<file path="src/rtl/riscv_pkg.sv">
// Shared core constants and the layout of one instruction-buffer entry.
package riscv_pkg;

    localparam int              XLEN     = 32;
    localparam logic [XLEN-1:0] RESET_PC = 32'h0000_0000;
    localparam logic [31:0]     INSTR_NOP = 32'h0000_0013;

    typedef struct packed {
        logic [XLEN-1:0] pc;
        logic [31:0]     instr;
    } fetch_entry_t;

    localparam int FETCH_ENTRY_W = $bits(fetch_entry_t);

endpackage

</file>
<file path="src/rtl/fetch_fifo.sv">
// Instruction buffer between the memory response path and decode.
// The head is read straight out of flops, so it has no combinational path from push.
module fetch_fifo
    import riscv_pkg::*;
#(
    parameter int WIDTH = FETCH_ENTRY_W,
    parameter int DEPTH = 4
) (
    input  logic                   i_clk,
    input  logic                   i_reset_n,
    input  logic                   push,
    input  logic [WIDTH-1:0]       push_data,
    input  logic                   pop,
    input  logic                   flush,
    output logic                   full,
    output logic                   empty,
    output logic [$clog2(DEPTH):0] count,
    output logic [WIDTH-1:0]       head
);

    localparam int AW = $clog2(DEPTH);
    localparam int CW = AW + 1;

    logic [WIDTH-1:0] mem [DEPTH];
    logic [AW-1:0]    rd_ptr;
    logic [AW-1:0]    wr_ptr;
    logic             do_push;
    logic             do_pop;

    assign do_pop  = pop && !empty;
    assign do_push = push && (!full || do_pop);

    // Pointers wrap naturally because DEPTH is a power of two.
    always_ff @(posedge i_clk) begin
        if (!i_reset_n) begin
            rd_ptr <= '0;
            wr_ptr <= '0;
            count  <= '0;
            for (int i = 0; i < DEPTH; i++) begin
                mem[i] <= '0;
            end
        end else if (flush) begin
            rd_ptr <= '0;
            wr_ptr <= '0;
            count  <= '0;
        end else begin
            if (do_push) begin
                mem[wr_ptr] <= push_data;
                wr_ptr      <= wr_ptr + 1'b1;
            end
            if (do_pop) begin
                rd_ptr <= rd_ptr + 1'b1;
            end
            if (do_push && !do_pop) begin
                count <= count + 1'b1;
            end else if (!do_push && do_pop) begin
                count <= count - 1'b1;
            end
        end
    end

    assign full  = (count == CW'(DEPTH));
    assign empty = (count == '0);
    assign head  = mem[rd_ptr];

endmodule

</file>
<file path="src/rtl/fetch_unit.sv">
// Fetch stage: owns the PC, issues credit-gated memory requests and buffers
// returned instructions for decode; redirects flush and drop in-flight responses.
module fetch_unit #(
    parameter int              XLEN       = riscv_pkg::XLEN,
    parameter logic [XLEN-1:0] RESET_PC   = riscv_pkg::RESET_PC,
    parameter int              FIFO_DEPTH = 4
) (
    input  logic            i_clk,
    input  logic            i_reset_n,
    input  logic            i_redirect,
    input  logic [XLEN-1:0] i_redirect_pc,
    output logic            o_imem_req_valid,
    input  logic            i_imem_req_ready,
    output logic [XLEN-1:0] o_imem_req_addr,
    input  logic            i_imem_rsp_valid,
    input  logic [31:0]     i_imem_rsp_data,
    output logic            o_instr_valid,
    input  logic            i_instr_ready,
    output logic [31:0]     o_instr,
    output logic [XLEN-1:0] o_instr_pc
);

    localparam int CW = $clog2(FIFO_DEPTH) + 1;
    localparam int EW = XLEN + 32;

    logic [XLEN-1:0] fetch_pc;
    logic [XLEN-1:0] rsp_pc;
    logic [XLEN-1:0] redirect_pc_aligned;
    logic [CW-1:0]   outstanding;
    logic [CW-1:0]   outstanding_dec;
    logic [CW-1:0]   discard;
    logic [CW-1:0]   fifo_count;
    logic [CW:0]     credit_used;
    logic            run;
    logic            req_fire;
    logic            fifo_push;
    logic            fifo_pop;
    logic            fifo_full;
    logic            fifo_empty;
    logic [EW-1:0]   fifo_head;

    // Requests in flight plus buffered entries never exceed the buffer size,
    // so every response always has a slot waiting for it.
    assign credit_used      = {1'b0, outstanding} + {1'b0, fifo_count};
    assign o_imem_req_valid = run && !i_redirect && (credit_used < (CW+1)'(FIFO_DEPTH));
    assign o_imem_req_addr  = fetch_pc;
    assign req_fire         = o_imem_req_valid && i_imem_req_ready;

    assign outstanding_dec     = outstanding - CW'(i_imem_rsp_valid);
    assign redirect_pc_aligned = i_redirect_pc & ~XLEN'(3);

    assign fifo_push = i_imem_rsp_valid && !i_redirect && (discard == '0);
    assign fifo_pop  = o_instr_valid && i_instr_ready;

    always_ff @(posedge i_clk) begin
        if (!i_reset_n) begin
            run         <= 1'b0;
            fetch_pc    <= RESET_PC;
            rsp_pc      <= RESET_PC;
            outstanding <= '0;
            discard     <= '0;
        end else begin
            run         <= 1'b1;
            outstanding <= outstanding_dec + CW'(req_fire);
            if (i_redirect) begin
                // Everything still in flight after this cycle belongs to the old path.
                fetch_pc <= redirect_pc_aligned;
                rsp_pc   <= redirect_pc_aligned;
                discard  <= outstanding_dec;
            end else begin
                if (req_fire) begin
                    fetch_pc <= fetch_pc + XLEN'(4);
                end
                if (fifo_push) begin
                    rsp_pc <= rsp_pc + XLEN'(4);
                end
                if (i_imem_rsp_valid && (discard != '0)) begin
                    discard <= discard - 1'b1;
                end
            end
        end
    end

    fetch_fifo #(
        .WIDTH (EW),
        .DEPTH (FIFO_DEPTH)
    ) u_fifo (
        .i_clk     (i_clk),
        .i_reset_n (i_reset_n),
        .push      (fifo_push),
        .push_data ({rsp_pc, i_imem_rsp_data}),
        .pop       (fifo_pop),
        .flush     (i_redirect),
        .full      (fifo_full),
        .empty     (fifo_empty),
        .count     (fifo_count),
        .head      (fifo_head)
    );

    assign o_instr_valid = !fifo_empty;
    assign o_instr       = fifo_head[31:0];
    assign o_instr_pc    = fifo_head[EW-1:32];

    a_no_overflow : assert property (@(posedge i_clk) disable iff (!i_reset_n)
        !(fifo_push && fifo_full && !fifo_pop));

    a_counters : assert property (@(posedge i_clk) disable iff (!i_reset_n)
        (discard <= outstanding) && (outstanding <= CW'(FIFO_DEPTH)));

endmodule

</file>
<file path="config.mk">
export PLATFORM = sky130hd
export DESIGN_NAME = fetch_unit
export DESIGN_NICKNAME = d
export VERILOG_FILES = /design/src/rtl/riscv_pkg.sv /design/src/rtl/fetch_fifo.sv /design/src/rtl/fetch_unit.sv
export SDC_FILE = /design/constraint.sdc
export NUM_CORES = 1
export LEC_CHECK = 0
export ABC_AREA = 0
export CAP_MARGIN = 20
export CELL_PAD_IN_SITES_DETAIL_PLACEMENT = 1
export CELL_PAD_IN_SITES_GLOBAL_PLACEMENT = 1
export CORE_UTILIZATION = 25
export CTS_CLUSTER_DIAMETER = 120
export DETAILED_ROUTE_END_ITERATION = 6
export PLACE_DENSITY_LB_ADDON = 0.25
export SYNTH_ARGS = -nofsm -noshare
export SYNTH_HDL_FRONTEND = slang
export SYNTH_SLANG_ARGS = --single-unit
</file>
<file path="constraint.sdc">
create_clock -name i_clk -period 12 [get_ports i_clk]
set_input_delay 2.4 -clock i_clk [delete_from_list [all_inputs] [get_ports i_clk]]
set_output_delay 2.4 -clock i_clk [all_outputs]
set_load 0.05 [all_outputs]
</file>
## After elaboration in Yosys (flattened, before gate mapping)

Memories as Yosys holds them, arrays and structs flattened. A register that Yosys moved wholly into a read port is not among the register bits.
Cells that the tools add are included.

| word-level totals | value |
|---|---|
| register bits after elaboration | 78 |
| RAM bits | 256 |
| bits of input ports | 70 |
| output and inout port bits | 98 |
| word-level logic and storage cells | 69 |
| memories kept | 1 |

Memory list:

| memory | depth | bits a word | read ports | clocked after Yosys merged registers in | wr ports | RTL line | RTL |
|---|---|---|---|---|---|---|---|
| u_fifo.mem | 4 | 64 | 1 | 1 | 4 | fetch_fifo.sv:24 | `logic [WIDTH-1:0] mem [DEPTH];` |

| cells by class | value |
|---|---|
| add/subtract/negate cells | 10 |
| order comparisons | 1 |
| eq/ne operators | 1 |
| mux-type cells | 19 |
| bitwise logic cells | 1 |
| reductions and logical operators | 26 |

Operator list:

| cell | number |
|---|---|
| $mux W32 | 4 |
| $add A32 B3 Y32 const B | 2 |
| $mux W64 | 1 |
| $reduce_or A64 Y1 | 1 |
| $mux W3 | 4 |
| $logic_and A1 B1 Y1 | 11 |
| $reduce_bool A2 Y1 | 4 |
| $mux W1 | 7 |
| $logic_not A3 Y1 | 2 |
| $mux W2 | 3 |
| $sub A3 B1 Y3 const B | 2 |
| $logic_not A1 Y1 | 5 |
| $add A2 B1 Y2 const B | 2 |
| $add A3 B3 Y4 | 1 |
| $lt A4 B3 Y1 const B | 1 |
| $add A3 B1 Y3 | 1 |
| $add A3 B1 Y3 const B | 1 |
| $eq A3 B3 Y1 const B | 1 |
| $reduce_bool A3 Y1 | 1 |
| $sub A3 B1 Y3 | 1 |
| $reduce_or A2 Y1 | 1 |
| $logic_or A1 B1 Y1 | 1 |
| $not A1 Y1 | 1 |

## Depth between registers and ports, before layout

Gate-level depths: netlist of run 1.

| depth | value |
|---|---|
| depth after elaboration | 12 |
| depth in mapped cells | 11 |
| mapped depth without buffers | 11 |

## Cells and area by module

A second synthesis of run 1 with hierarchy kept.

| second synthesis, totals | value |
|---|---|
| cell total of the unflattened synthesis | 1158 |
| area total of the unflattened synthesis | 15838.9 um2 |

By module, submodules not included:

| module | instances | cells an instance | area each (um2) | seq. area each (um2) |
|---|---|---|---|---|
| fetch_fifo | 1 | 701 | 12124.1 | 7867.5 |
| fetch_unit | 1 | 457 | 3714.8 | 1341.3 |

## Least setup slack after synthesis of run 1

OpenSTA, ideal clock, no wires.

| timing path | value |
|---|---|
| path kind | input to register |
| from | in i_imem_rsp_valid |
| to | mem u_fifo.mem[0][0] in the netlist's numbering, enable pin |
| setup time | 0.574 ns |
| arrival | 7.634 ns |
| required time | 11.426 ns |
| setup slack | 3.792 ns |
| cell stages on the path | 3 |
| buffers on the path | 0 |
| cell sequence | nand3b_1 > or3_1 > o31ai_1 |

RTL lines:

| what | RTL line | RTL |
|---|---|---|
| from (decl) | fetch_unit.sv:15 | `input logic i_imem_rsp_valid,` |
| to (decl) | fetch_fifo.sv:24 |  |

## Final worst setup path of run 1

| timing path | value |
|---|---|
| from | in i_redirect |
| to | out o_imem_req_valid |

| between the ends | value |
|---|---|
| word-level cells in the longest chain between the ends | 3 |

RTL lines:

| what | RTL line | RTL |
|---|---|---|
| from (decl) | fetch_unit.sv:10 | `input logic i_redirect,` |
| $logic_not A1 Y1 | fetch_unit.sv:45 | `assign o_imem_req_valid = run && !i_redirect && (credit_used < (CW+1)'(FIFO_DEPTH));` |
| $logic_and A1 B1 Y1 (2 in series) | fetch_unit.sv:45 |  |
| to (decl) | fetch_unit.sv:12 | `output logic o_imem_req_valid,` |

No other way between the ends.

==> results.txt, run 1 <==
----------------------------------------------------
[Placed design]
  Number of placed instances, taps included ... 2007
  Port bufs ... 161
  Area of placed instances ... 17280 µm²
  Setup WS pre-CTS ... 4.998 ns
  HPWL Detailed ... 25760 µm
  RD Place Congestion ... 0.7403

[STA]
  Final worst setup slack ... 5.082 ns
  Transition time at the pin with the least slew margin ... 1.078 ns
  Final worst path period share ... 0.5765
  Setup repair after global routing missed its margin ... false
  Final Hold Slack ... 0.5295 ns
  Maximum operating frequency ... 144.5 MHz
  Clock period minus final worst setup slack ... 6.918 ns
  Post-Route Skew ... 0.02867 ns
  Final hold violations ... 0
  Number of max-slew violations in the final report ... 0
  Rel. slew slack ... 0.2816
  Sum of negative setup slack ... 0 ns
  Final-report setup violation count ... 0

[Clock network]
  Count of hold-fix buffers inserted at cts ... 0
  # Post-CTS Setup Buffers ... 0
  Skew-Pair Late Insertion Delay ... 0.56 ns
  Clock Tree Buf Depth ... 3
  Number of buffers inserted during clock tree synthesis ... 40
  Clock tree from TritonCTS ... yes
  Total number of H-tree levels ... 2
  Clock root buffer ... sky130_fd_sc_hd__clkbuf_16
  Worst-path clk slew ... 0.06 ns
  PostCTS Resize Cnt ... 0
  Clock sink count ... 324

[Floorplan]
  Area of the die ... 60250 µm²
  Placement Rows ... 88
  # IOs ... 168
  Initial core utilization ... 0.2549
  Core ar. ... 58140 µm²
  Chip width ... 245.5 µm
  Die Height ... 245.5 µm

[Setup path]
  Worst Setup Path Type ... in -> out
  Number of buffers and inverters on the critical path ... 3
  Family with the most delay on the worst path ... buffers and inverters
  Maximum net fanout on the critical path ... 37
  CP Data Required Time ... 9.60 ns
  CP max stage delay ... 0.81 ns
  Critical Path Source Type ... primary input
  Data arrival time at the worst-slack endpoint ... 4.52 ns
  Worst path most repeated cell ... sky130_fd_sc_hd__clkdlybuf4s50_1
  Critical path's slowest cell ... sky130_fd_sc_hd__clkdlybuf4s50_1
  Critical-path cell list ... clkdlybuf4s50_1 > buf_4 > nor4b_2 > and3b_1 > clkdlybuf4s50_1
  Worst setup EP type ... output pin

[Cells and area]
  Area overhead of the layout relative to synthesis ... 24.82%
  Ratio of cells with drive above 1 in the final layout ... 0.1159
  Final net count ... 1366
  Non-Filler Cell Area, Final ... 18500 µm²
  Utilization of the core after routing ... 0.3181
  Finished Layout Cells ... 2077
  Most common cell after layout, fill and taps aside ... sky130_fd_sc_hd__and2_1
  Highest-count cells in the layout ignoring fill and taps ... sky130_fd_sc_hd__and2_1 (253), sky130_fd_sc_hd__edfxtp_1 (248), sky130_fd_sc_hd__clkdlybuf4s50_1 (161)

[Logic synthesis]
  Post-synthesis cell area ... 14820 µm²
  Post-synthesis instance total ... 1138
  Async SR Flop Fraction ... 0
  Number of enable-type register cells in the synthesized netlist ... 248
  Main synth FF type ... sky130_fd_sc_hd__edfxtp_1
  Number of distinct standard cells referenced by the synthesized netlist ... 56
  Total number of yosys warnings ... 0
  Yosys reg bits ... 324
  Fraction of the yosys area taken by sequential cells ... 0.6053
  Synthesized area per cell ... 13.02 µm²

[Outcome]
  Outcome ... finished clean

[Route]
  Avg Vias per Cell ... 4.611
  Starting DRT DRC Count ... 381
  Pre-Repair DR Iteration Count ... 4
  Routed length per instance ... 20.47 µm
  Number of routed nets with antenna violations ... 0
  Vias ... 9578
  Wire length after detailed routing ... 42520 µm
  DRC violations left ... 0

[Power and ir drop]
  Peak supply drop ... 0.07178 mV
  Power density over cell area ... 152.4 nW/µm²
  Leakage component of the power ... 6.351 nW
  Post-layout power ... 2.819 mW

[Worst hold path]
  Kind of path behind the tightest hold check ... reg -> reg

[Global routing]
  Number of antenna violations at the first check in global routing ... 0
  Via count of the first global-routing pass ... 10410
  Global-route wire length before repair ... 64540 µm
  Overall overflow remaining after global route ... 0
  Pin count of the biggest net entering global routing ... 69
  Overall Global Routing Usage ... 0.1419

[Job]
  Total of max-cap violations ... 0

----------------------------------------------------
## power by group
part / switching (mW) / internal, mW
clock network: 0.474 / 0.673
registers: 0.0425 / 1.27
logic: 0.228 / 0.133
## final timing paths
| check | start | endpoint | slack (ns) | cells after the start |
|---|---|---|---|---|
| worst min register to register | u_fifo.rd_ptr[1] | flop | 0.53 | 2 |
| worst max register to register | discard[0] | u_fifo.mem[1][16] | 7.92 | 8 |
| worst max-delay path | i_redirect | o_imem_req_valid | 5.08 | 5 |
| worst min-delay path | u_fifo.rd_ptr[1] | flop | 0.53 | 2 |
## cell families after synthesis
group / after synthesis / share of synthesized area
simple gates: 448 / 0.1783
other cells: 1 / 0.0002531
buf+inv: 98 / 0.02719
fa+ha+maj: 12 / 0.01064
compound gates: 152 / 0.05953
flops: 324 / 0.6053
xor+xnor: 38 / 0.02246
mux: 65 / 0.09634
## registers in the layout (all words and copies together), names as in the netlist, named ones only
register / cells
u_fifo.mem: 248
o_imem_req_addr: 30
rsp_pc: 30
discard: 3
outstanding: 3
u_fifo.count: 3
u_fifo.rd_ptr: 2
u_fifo.wr_ptr: 2
run: 1
## metal layers
metal | vias up | part of all wire | track usage
met3 | 49 | 0.043 | 0.02696
li1 | 4478 | - | -
met2 | 179 | 0.48 | 0.2415
met5 | - | 0 | 0
met4 | 0 | 0.016 | 0.03544
met1 | 4872 | 0.46 | 0.1844
## cells in the mapped netlist, types with 3 or more instances
| library cell | number | share of area |
|---|---|---|
| sky130_fd_sc_hd__a211oi_1 | 5 | 0.0025 |
| sky130_fd_sc_hd__nand2_1 | 40 | 0.010 |
| sky130_fd_sc_hd__o21ai_0 | 48 | 0.016 |
| sky130_fd_sc_hd__nand3b_1 | 3 | 0.0015 |
| sky130_fd_sc_hd__buf_2 | 10 | 0.0034 |
| sky130_fd_sc_hd__nand2b_1 | 3 | 0.0013 |
| sky130_fd_sc_hd__nand3_1 | 24 | 0.0081 |
| sky130_fd_sc_hd__a32oi_1 | 8 | 0.0047 |
| sky130_fd_sc_hd__nor4_1 | 14 | 0.0059 |
| sky130_fd_sc_hd__mux4_2 | 62 | 0.094 |
| sky130_fd_sc_hd__o211ai_1 | 4 | 0.0020 |
| sky130_fd_sc_hd__a21oi_1 | 52 | 0.018 |
| sky130_fd_sc_hd__o21a_1 | 4 | 0.0020 |
| sky130_fd_sc_hd__and2_1 | 253 | 0.11 |
| sky130_fd_sc_hd__or3_1 | 8 | 0.0034 |
| sky130_fd_sc_hd__edfxtp_1 | 248 | 0.50 |
| sky130_fd_sc_hd__a31oi_1 | 22 | 0.0093 |
| sky130_fd_sc_hd__buf_4 | 4 | 0.0020 |
| sky130_fd_sc_hd__nand4_1 | 20 | 0.0084 |
| sky130_fd_sc_hd__xnor2_1 | 18 | 0.011 |
| sky130_fd_sc_hd__nor2_1 | 40 | 0.010 |
| sky130_fd_sc_hd__xor2_1 | 20 | 0.012 |
| sky130_fd_sc_hd__nor3_1 | 10 | 0.0034 |
| sky130_fd_sc_hd__ha_1 | 11 | 0.0093 |
| sky130_fd_sc_hd__and4_1 | 4 | 0.0024 |
| sky130_fd_sc_hd__dfxtp_1 | 76 | 0.10 |
| sky130_fd_sc_hd__inv_1 | 18 | 0.0046 |
| sky130_fd_sc_hd__clkbuf_1 | 61 | 0.015 |
| sky130_fd_sc_hd__and3_1 | 11 | 0.0046 |
## worst register-to-register path: stages, from the launching register on
cell	delay [ns]
sky130_fd_sc_hd__dfxtp_1	0.30
sky130_fd_sc_hd__inv_1	0.10
sky130_fd_sc_hd__ha_1	0.24
sky130_fd_sc_hd__nand3b_1	0.35
sky130_fd_sc_hd__nor3_4	0.97
sky130_fd_sc_hd__buf_4	0.62
sky130_fd_sc_hd__and3b_2	0.60
sky130_fd_sc_hd__buf_4	0.56
sky130_fd_sc_hd__and2_1	0.23
## cell type report
class                   count  area (µm²)
flip-flops and latches    324        8976
well taps                 765       957.2
repair buffers            179        1747
fillers                  6248       39640
multi-input cells         719        5528
diodes                      1       2.502
clock inverters            16       128.9
clock buffers              53        1081
inverters                  20       75.07
No activity file was read; power rests on OpenSTA's default activity.
==> inputs of run 2 (changes only) <==
clock period = 6.5 ns   (was 12 ns; I/O delays follow)
==> results.txt, run 2 (synthesis results as in run 1) <==
----------------------------------------------------
[Global routing]
  Overall Global Routing Usage ... 0.1416 (was 0.1419)
  Via count of the first global-routing pass ... 10520 (was 10410)
  Number of antenna violations at the first check in global routing ... 0 (unchanged)
  Global-route wire length before repair ... 64400 µm (was 64540 µm)
  Pin count of the biggest net entering global routing ... 69 (unchanged)
  Overall overflow remaining after global route ... 0 (unchanged)

[Cells and area]
  Non-Filler Cell Area, Final ... 18580 µm² (was 18500 µm²)
  Final net count ... 1369 (was 1366)
  Number of diodes ... 0 (was 1)
  Ratio of cells with drive above 1 in the final layout ... 0.1221 (was 0.1159)
  Utilization of the core after routing ... 0.3196 (was 0.3181)
  Finished Layout Cells ... 2084 (was 2077)
  Most flops, register ... u_fifo.mem (unchanged)
  Highest-count cells in the layout ignoring fill and taps ... sky130_fd_sc_hd__and2_1 (253), sky130_fd_sc_hd__edfxtp_1 (248), sky130_fd_sc_hd__clkdlybuf4s50_1 (161) (unchanged)
  Max FFs per register ... 248 (unchanged)
  Area overhead of the layout relative to synthesis ... 25.40% (was 24.82%)
  Most common cell after layout, fill and taps aside ... sky130_fd_sc_hd__and2_1 (unchanged)

[STA]
  Number of max-slew violations in the final report ... 0 (unchanged)
  Final worst path period share ... 0.6957
  Transition time at the pin with the least slew margin ... 1.084 ns (was 1.078 ns)
  Setup repair after global routing missed its margin ... false (unchanged)
  Post-Route Skew ... 0.01964 ns (was 0.02867 ns)
  Clock period minus final worst setup slack ... 4.522 ns
  Maximum operating frequency ... 221.1 MHz
  Sum of negative setup slack ... 0 ns (unchanged)
  Rel. slew slack ... 0.2772 (was 0.2816)
  Final-report setup violation count ... 0 (unchanged)
  Final worst setup slack ... 1.978 ns (was 5.082 ns)
  Final hold violations ... 0 (unchanged)
  Final Hold Slack ... 0.5197 ns (was 0.5295 ns)

[Placed design]
  Number of placed instances, taps included ... 2010 (was 2007)
  HPWL Detailed ... 26000 µm (was 25760 µm)
  Area of placed instances ... 17320 µm² (was 17280 µm²)
  RD Place Congestion ... 0.7310 (was 0.7403)
  Setup WS pre-CTS ... 1.804 ns (was 4.998 ns)
  Port bufs ... 161 (unchanged)

[Route]
  Vias ... 9628 (was 9578)
  Pre-Repair DR Iteration Count ... 4 (unchanged)
  Routed length per instance ... 20.24 µm (was 20.47 µm)
  DRC violations left ... 0 (unchanged)
  Starting DRT DRC Count ... 428 (was 381)
  Wire length after detailed routing ... 42170 µm (was 42520 µm)
  Number of routed nets with antenna violations ... 0 (unchanged)
  Avg Vias per Cell ... 4.620 (was 4.611)

[Power and ir drop]
  Post-layout power ... 5.263 mW (was 2.819 mW)
  Leakage component of the power ... 6.390 nW (was 6.351 nW)
  Power density over cell area ... 283.2 nW/µm² (was 152.4 nW/µm²)
  Peak supply drop ... 0.1557 mV (was 0.07178 mV)

[Floorplan]
  Die Height ... 245.5 µm (unchanged)
  Core ar. ... 58140 µm² (unchanged)
  Chip width ... 245.5 µm (unchanged)
  # IOs ... 168 (unchanged)
  Area of the die ... 60250 µm² (unchanged)
  Initial core utilization ... 0.2549 (unchanged)
  Placement Rows ... 88 (unchanged)

[Worst hold path]
  Kind of path behind the tightest hold check ... reg -> reg (unchanged)

[Job]
  Total of max-cap violations ... 0 (unchanged)

[Clock network]
  # Post-CTS Setup Buffers ... 0 (unchanged)
  PostCTS Resize Cnt ... 0 (unchanged)
  Worst-path clk slew ... 0.06 ns (about the same)
  Skew-Pair Late Insertion Delay ... 0.56 ns (about the same)
  Clock tree from TritonCTS ... yes (unchanged)
  Clock Tree Buf Depth ... 3 (unchanged)
  Total number of H-tree levels ... 2 (unchanged)
  Number of buffers inserted during clock tree synthesis ... 40 (unchanged)
  Clock root buffer ... sky130_fd_sc_hd__clkbuf_16 (unchanged)
  Count of hold-fix buffers inserted at cts ... 0 (unchanged)
  Clock sink count ... 324 (unchanged)

[Setup path]
  Maximum net fanout on the critical path ... 24 (was 37)
  Worst Setup Path Type ... reg -> out (was in -> out)
  CP Data Required Time ... 5.20 ns (was 9.60 ns)
  Critical Path Source Type ... flop (was primary input)
  Data arrival time at the worst-slack endpoint ... 3.22 ns (was 4.52 ns)
  Worst setup EP type ... output pin (unchanged)

[Outcome]
  Outcome ... finished clean (unchanged)

----------------------------------------------------
[run 2: final timing paths]
kind / startpoint / endpoint / slack, ns / cells after the start
worst min-delay path: o_imem_req_addr[31] / o_imem_req_addr[31] / 0.52 / 2
worst min register to register: o_imem_req_addr[31] / o_imem_req_addr[31] / 0.52 / 2
worst max register to register: discard[0] / u_fifo.mem[1][13] / 3.26 / 8
worst max-delay path: flop / o_instr_pc[16] / 1.98 / 3
[run 2: cell type report]
| cell class | count | area (µm²) |
|---|---|---|
| Fill cell | 6211 | 39550 |
| Sequential cell | 324 | 8976 |
| Multi-Input combinational cell | 719 | 5528 |
| Timing Repair Buffer | 182 | 1782 |
| Clock buffer | 50 | 1060 |
| Tap cell | 765 | 957.2 |
| Clock inverter | 24 | 203.9 |
| Inverter | 20 | 75.07 |
[run 2: power by group]
| part | switching [mW] | internal [mW] |
|---|---|---|
| sequential | 0.0797 | 2.34 |
| clock | 0.896 | 1.28 |
| combinational | 0.419 | 0.247 |
[run 2: metal layers]
metal | wire length [µm] | vias to the layer above | track usage
li1 | - | 4502 | -
met4 | 800 | 0 | 0.03982
met3 | 1813 | 52 | 0.02696
met5 | 0 | - | 0
met1 | 18860 | 4891 | 0.1800
met2 | 20700 | 183 | 0.2436
[run 2: worst max-delay path, cell delays in order (launching register included)]
cell                              delay [ns]
sky130_fd_sc_hd__dfxtp_4                0.71
sky130_fd_sc_hd__buf_4                  0.56
sky130_fd_sc_hd__mux4_2                 0.57
sky130_fd_sc_hd__clkdlybuf4s50_1        0.78
